==> src/rtl/mac_pkg.sv <==
// Shared configuration, derived widths, saturation constants and the S1 stage
// register layout for the multi-lane MAC engine.
package mac_pkg;

    localparam int LANES_DEF    = 4;
    localparam int INT_IN_DEF   = 1;
    localparam int FRAC_IN_DEF  = 11;
    localparam int INT_OUT_DEF  = 10;
    localparam int FRAC_OUT_DEF = 22;

    localparam int in_w   = INT_IN_DEF + FRAC_IN_DEF;
    localparam int prod_w = 2 * in_w;
    localparam int acc_w  = INT_OUT_DEF + FRAC_OUT_DEF;

    // S1 holds the full-precision lane products plus the end-of-vector marker.
    typedef struct packed {
        logic [LANES_DEF-1:0][prod_w-1:0] prod;
        logic                             last;
    } s1_t;

    function automatic logic signed [acc_w-1:0] sat_max();
        return {1'b0, {(acc_w-1){1'b1}}};
    endfunction

    function automatic logic signed [acc_w-1:0] sat_min();
        return {1'b1, {(acc_w-1){1'b0}}};
    endfunction

endpackage

==> src/rtl/mac_vec_adder_tree.sv <==
// Combinational signed reduction of the S1 lane products, sign-extended to the
// accumulator width plus one guard bit.
module mac_vec_adder_tree
    import mac_pkg::*;
#(
    parameter int lanes_p  = LANES_DEF,
    parameter int prod_w_p = prod_w,
    parameter int sum_w_p  = acc_w + 1
) (
    input  logic [lanes_p-1:0][prod_w_p-1:0] i_prod,
    output logic signed [sum_w_p-1:0]        o_sum
);

    always_comb begin
        o_sum = '0;
        for (int i = 0; i < lanes_p; i++) begin
            o_sum = o_sum + $signed({{(sum_w_p-prod_w_p){i_prod[i][prod_w_p-1]}}, i_prod[i]});
        end
    end

endmodule

==> src/rtl/mac_vec.sv <==
// Multi-lane fixed-point dot-product engine: S1 registers lane products, S2
// accumulates and emits one saturated/wrapped result per vector.
module mac_vec
    import mac_pkg::*;
#(
    parameter int lanes_p    = LANES_DEF,
    parameter int int_in_p   = INT_IN_DEF,
    parameter int frac_in_p  = FRAC_IN_DEF,
    parameter int int_out_p  = INT_OUT_DEF,
    parameter int frac_out_p = FRAC_OUT_DEF,
    parameter bit saturate_p = 1'b1
) (
    input  logic                                       clk_i,
    input  logic                                       reset_ni,
    input  logic [lanes_p*(int_in_p+frac_in_p)-1:0]    a_i,
    input  logic [lanes_p*(int_in_p+frac_in_p)-1:0]    b_i,
    input  logic                                       last_i,
    input  logic                                       valid_i,
    output logic                                       ready_o,
    output logic signed [int_out_p+frac_out_p-1:0]     data_o,
    output logic                                       overflow_o,
    output logic                                       valid_o,
    input  logic                                       ready_i
);

    localparam int IN_W = int_in_p + frac_in_p;
    localparam int PW   = 2 * IN_W;
    localparam int AW   = int_out_p + frac_out_p;

    logic                          w_adv;
    logic [lanes_p-1:0][PW-1:0]    w_prod;
    s1_t                           r_s1_p1;
    logic                          r_vld_p1;
    logic signed [AW:0]            w_sum;
    logic signed [AW:0]            w_next;
    logic                          w_ovf;
    logic signed [AW-1:0]          w_res;
    logic signed [AW-1:0]          r_acc_p2;
    logic                          r_sticky_p2;
    logic signed [AW-1:0]          r_data_p2;
    logic                          r_ovf_p2;
    logic                          r_vld_p2;

    function automatic logic [PW-1:0] mul_lane(input logic [IN_W-1:0] a, input logic [IN_W-1:0] b);
        logic signed [PW-1:0] ax;
        logic signed [PW-1:0] bx;
        ax = {{IN_W{a[IN_W-1]}}, a};
        bx = {{IN_W{b[IN_W-1]}}, b};
        return ax * bx;
    endfunction

    function automatic logic signed [AW-1:0] sat_wrap(input logic signed [AW:0] v);
        if (saturate_p && (v[AW] != v[AW-1])) begin
            return v[AW] ? sat_min() : sat_max();
        end
        return v[AW-1:0];
    endfunction

    assign w_adv   = !r_vld_p2 || ready_i;
    assign ready_o = w_adv;

    always_comb begin
        w_prod = '0;
        for (int i = 0; i < lanes_p; i++) begin
            w_prod[i] = mul_lane(a_i[i*IN_W +: IN_W], b_i[i*IN_W +: IN_W]);
        end
    end

    // ---- S1: lane products ----
    always_ff @(posedge clk_i or negedge reset_ni) begin
        if (!reset_ni) begin
            r_vld_p1 <= 1'b0;
        end else if (w_adv) begin
            r_vld_p1 <= valid_i;
        end
    end

    always_ff @(posedge clk_i) begin
        if (w_adv && valid_i) begin
            r_s1_p1.prod <= w_prod;
            r_s1_p1.last <= last_i;
        end
    end

    mac_vec_adder_tree #(
        .lanes_p  (lanes_p),
        .prod_w_p (PW),
        .sum_w_p  (AW + 1)
    ) u_tree (
        .i_prod (r_s1_p1.prod),
        .o_sum  (w_sum)
    );

    // ---- S2: accumulate, clamp/wrap, output register ----
    assign w_next = {r_acc_p2[AW-1], r_acc_p2} + w_sum;
    assign w_ovf  = w_next[AW] ^ w_next[AW-1];
    // A clamped accumulator is frozen until the vector closes.
    assign w_res  = (saturate_p && r_sticky_p2) ? r_acc_p2 : sat_wrap(w_next);

    always_ff @(posedge clk_i or negedge reset_ni) begin
        if (!reset_ni) begin
            r_acc_p2    <= '0;
            r_sticky_p2 <= 1'b0;
            r_data_p2   <= '0;
            r_ovf_p2    <= 1'b0;
            r_vld_p2    <= 1'b0;
        end else if (w_adv) begin
            r_vld_p2 <= r_vld_p1 && r_s1_p1.last;
            if (r_vld_p1) begin
                if (r_s1_p1.last) begin
                    r_data_p2   <= w_res;
                    r_ovf_p2    <= w_ovf || r_sticky_p2;
                    r_acc_p2    <= '0;
                    r_sticky_p2 <= 1'b0;
                end else begin
                    r_acc_p2    <= w_res;
                    r_sticky_p2 <= r_sticky_p2 || w_ovf;
                end
            end
        end
    end

    assign data_o     = r_data_p2;
    assign overflow_o = r_ovf_p2;
    assign valid_o    = r_vld_p2;

endmodule

==> config.mk <==
export PLATFORM = sky130hd
export DESIGN_NAME = mac_vec
export DESIGN_NICKNAME = d
export VERILOG_FILES = /design/src/rtl/mac_pkg.sv /design/src/rtl/mac_vec_adder_tree.sv /design/src/rtl/mac_vec.sv
export SDC_FILE = /design/constraint.sdc
export NUM_CORES = 2
export LEC_CHECK = 0
export CAP_MARGIN = 20
export CORE_MARGIN = 8
export CORE_UTILIZATION = 30
export DETAILED_ROUTE_END_ITERATION = 12
export MAX_ROUTING_LAYER = met4
export SLEW_MARGIN = 0
export SYNTH_ARGS = -nofsm -noshare
export SYNTH_HDL_FRONTEND = slang
export SYNTH_SLANG_ARGS = --single-unit
==> constraint.sdc <==
create_clock -name clk_i -period 14.9 [get_ports clk_i]
set_input_delay 2.98 -clock clk_i [delete_from_list [all_inputs] [get_ports clk_i]]
set_output_delay 2.98 -clock clk_i [all_outputs]
set_load 0.01 [all_outputs]
==> results by stage <==
Yosys:
- The part of the Yosys area used for sequential elements is 0.146.
- During synthesis, Yosys emitted a total of 0 warnings.
- The number of enable-type register cells in the synthesized netlist is 97.
- Counting flops with an async set or reset pin after synthesis yields a share of 0.412.
- The synthesized netlist net count is 4296.
- The area of the mapped netlist is 31700 um2.
- The commonest cells after synthesis are inv_1, fa_1, nand2_1.
- The leading register cell type out of synthesis is edfxtp_1.
- The share of synthesized area in the top cell type comes to 0.385.
- The most frequently used cell type in the post-synthesis netlist is inv_1.
- The mean area per synthesized cell is 9.53 um2.
- The count of different cell masters after synthesis is 80.
- The cell taking the most area after synthesis is fa_1.
- After technology mapping, the gate count stands at 3326.
- The synthesized design contains 165 register bits.
- Yosys attributes the largest share of cell area to fa_1, ha_1, edfxtp_1, inv_1, dfrtp_1.

Clock network:
- The total setup buffers inserted after CTS is 0.
- Buffers inserted during clock tree synthesis total 17.
- The clock passes through at most 2 buffers.
- The latest clock arrival within the worst-skew pair is 0.45 ns.
- Gates resized during post-CTS repair numbered 0.
- The clock sink count is 165.
- The CTS tree is built.
- The CTS root buffer is clkbuf_16.
- Hold repair after CTS inserted 0 buffers.
- After clock tree synthesis, the clock-pin slew on the worst setup and hold paths is 0.06 ns.
- The H-tree depth reported by CTS is 4.

Drt:
- The highest metal layer carrying signal wires in the routed design is met4.
- Summed over all nets, wire length on met3 after detailed routing comes to 2160 um.
- After the first detailed-routing iteration, the DRC count stood at 1165.
- The remaining number of nets flagged by the antenna check after routing is 0.
- The number of vias per cell after detailed routing is 4.63.
- Summing over every cut layer, the via total after detailed routing is 22031.
- The post-detailed-route DRC marker count is 0.
- Dividing the detail-routed wire length by the instance count gives 15.8 um.
- Summed over all layers, the routed wires come to 75300 um.
- The routed length on met1 is 33700 um.
- The total iterations of the first detailed-routing run is 5.
- After detailed routing, the met2 layer carries 38400 um of wire.

Global routing:
- The first global-routing pass estimated 126000 um of wire.
- Across every metal layer, demand over resource in global routing totals 0.138.
- The total overflow left after global routing is 0.
- The number of antenna violations at the first check in global routing is 0.
- The pin count of the biggest net entering global routing is 80.
- The number of global-route vias before repair was 23769.

Setup path:
- STA classifies the critical path startpoint as a primary input.
- STA classifies the critical path endpoint as a register.
- At the worst endpoint, the required time is 15.08 ns.
- In this run the worst setup path terminates at r_s1_p1[24].
- The largest driver fanout on the critical path is 12.
- The critical path startpoint is b_i[4].
- In this run the critical register-to-register path is captured at data_o[11].
- The launching point of the worst reg2reg path is r_s1_p1[2].
- Measured in cells, the most critical reg-to-reg path has a length of 26.
- For the worst setup path, the data arrival time is 8.66 ns.
- The worst setup path is of the primary input to register kind.
- The flop-to-flop setup slack is 6.98 ns.

STA:
- For the final database, setup skew stands at 0.0116 ns.
- The max-slew violation total from the final report is 0.
- For the pin with the worst max-slew slack, the measured transition is 1.07 ns.
- The worst path needs 8.48 ns of the cycle, external delays included.
- Setup total negative slack on the finished layout was measured at 0 ns.
- The relative slew slack is 0.284.
- The number of failing hold endpoints at the final stage is 0.
- Dividing the final minimum period by the clock period gives 0.569.
- The achievable frequency is 118 MHz.
- The final setup violation count is 0.
- Setup repair after global routing left no endpoint under its margin.

Flow run:
- The number of violations of the max-capacitance limit is 0.

Hold path:
- The path category of the worst min-delay check is register to register.
- The startpoint identified for the worst hold timing path is data_o[3].

Floorplanning:
- Measured along the x axis, the die boundary spans 341 um.
- The floorplan step defined a die boundary enclosing 116000 um2.
- The initial core utilization is 0.302.
- The site row count is 119.
- In this run the count of I/O pins placed on the die edge is 136.
- The chip height is 341 um.
- After floorplanning, the core was sized to cover 105000 um2.

Finish:
- The repair_antennas step left the layout with diodes totalling 0.
- The synthesis-to-finish area growth is 10.1%.
- The post-layout instance area is 34900 um2.
- After filler insertion, the fill cell instance count of the layout stands at 10887.
- After the flow finishes, the layout carries non-filler instances totaling 4760.
- The final net count is 4326.
- For this run, the share of the core covered by cells in the final layout is 0.332.
- In the final layout, the share of cells above drive strength 1 is 0.0223.

Placed design:
- The number of input and output port buffers inserted is 135.
- The placed instances occupy a cell area of 34300 um2.
- The HPWL after detailed placement is 63200 um.
- The global placement routability congestion is 0.875.
- The instance count after placement with tap cells included is 4728.

Run status:
- The flow ran to the end, and the final reports show no timing, DRC or antenna violations.
==> state kept, by name, summed over array words and instances (netlist names) <==
register,count
data_o,32
valid_o,1
r_vld_p1,1
r_s1_p1,97
r_acc_p2,32
overflow_o,1
r_sticky_p2,1
==> cell type report <==
type | instances | area [um2] | area share
inverter | 675 | 2530 | 0.0726
clock buffer | 18 | 429 | 0.0123
tap | 1391 | 1740 | 0.0499
multi-input combinational | 2356 | 24000 | 0.689
sequential | 165 | 4610 | 0.132
clock inverter | 14 | 160 | 0.00459
timing repair buffer | 141 | 1390 | 0.0399
==> per-layer routing <==
layer | global-route usage | vias up
met5 | - | -
met4 | 0.0233 | 0
met3 | 0.0128 | 67
met2 | 0.239 | 385
met1 | 0.177 | 11184
li1 | - | 10395
==> cell families (layout without fill, tap and decap cells) <==
kind of cell               count (synthesis)  count (layout)  synth area share
DFF                                      165             165             0.146
buffers and inverters                    805             848            0.0966
xor gates and xnor gates                 138             138            0.0381
and+or+nand+nor                          922             922             0.140
AOI/OAI and AO/OA                        414             414            0.0872
muxes                                     13              13           0.00446
adders and majority gates                869             869             0.488
==> critical path, stage by stage <==
cell and delay (ns):
clkdlybuf4s50_1 0.75, and2_1 0.35, fa_1 0.50, inv_1 0.05
fa_1 0.49, inv_1 0.05, fa_1 0.50, fa_1 0.49
inv_1 0.05, fa_1 0.47, inv_1 0.04, ha_1 0.21
or3_1 0.37, a311o_1 0.33, a31oi_1 0.23, a21oi_1 0.15
a211oi_1 0.37, a21o_1 0.18, xnor2_1 0.09
==> stage by stage <==
step	worst slack, ns	hold slack [ns]
4_1_cts	6.51	0.488
6_report	6.42	0.480
5_1_grt	6.07	0.505
2_1_floorplan	6.93	0.449
3_3_place_gp	6.09	0.464
3_5_place_dp	6.03	0.473
==> how the worst min path moves through the flow <==
stage	to	slack (ns)	cells past startpoint
floorplan	r_acc_p2[0]	0.45	2
global placement	r_acc_p2[2]	0.46	2
detailed placement	r_acc_p2[1]	0.47	2
CTS	data_o[3]	0.49	2
global route	overflow_o	0.50	2
finish	data_o[3]	0.48	2
==> placed cells by master, fill, tap and decap left out, types with 24 or more instances in the layout <==
master	n
nor3_1	33
a31oi_1	24
xor2_1	26
and2_1	219
nand2_1	409
inv_1	675
xnor2_1	112
nor2_1	98
ha_1	259
clkdlybuf4s50_1	134
a21o_1	34
edfxtp_1	97
o21ai_0	89
nand2b_1	58
nand3_1	28
dfrtp_1	68
a21oi_1	109
fa_1	610
Power is left out: the tool's default activity adds up to more than one toggle a clock period on the data nets, which glitch-free logic cannot reach.
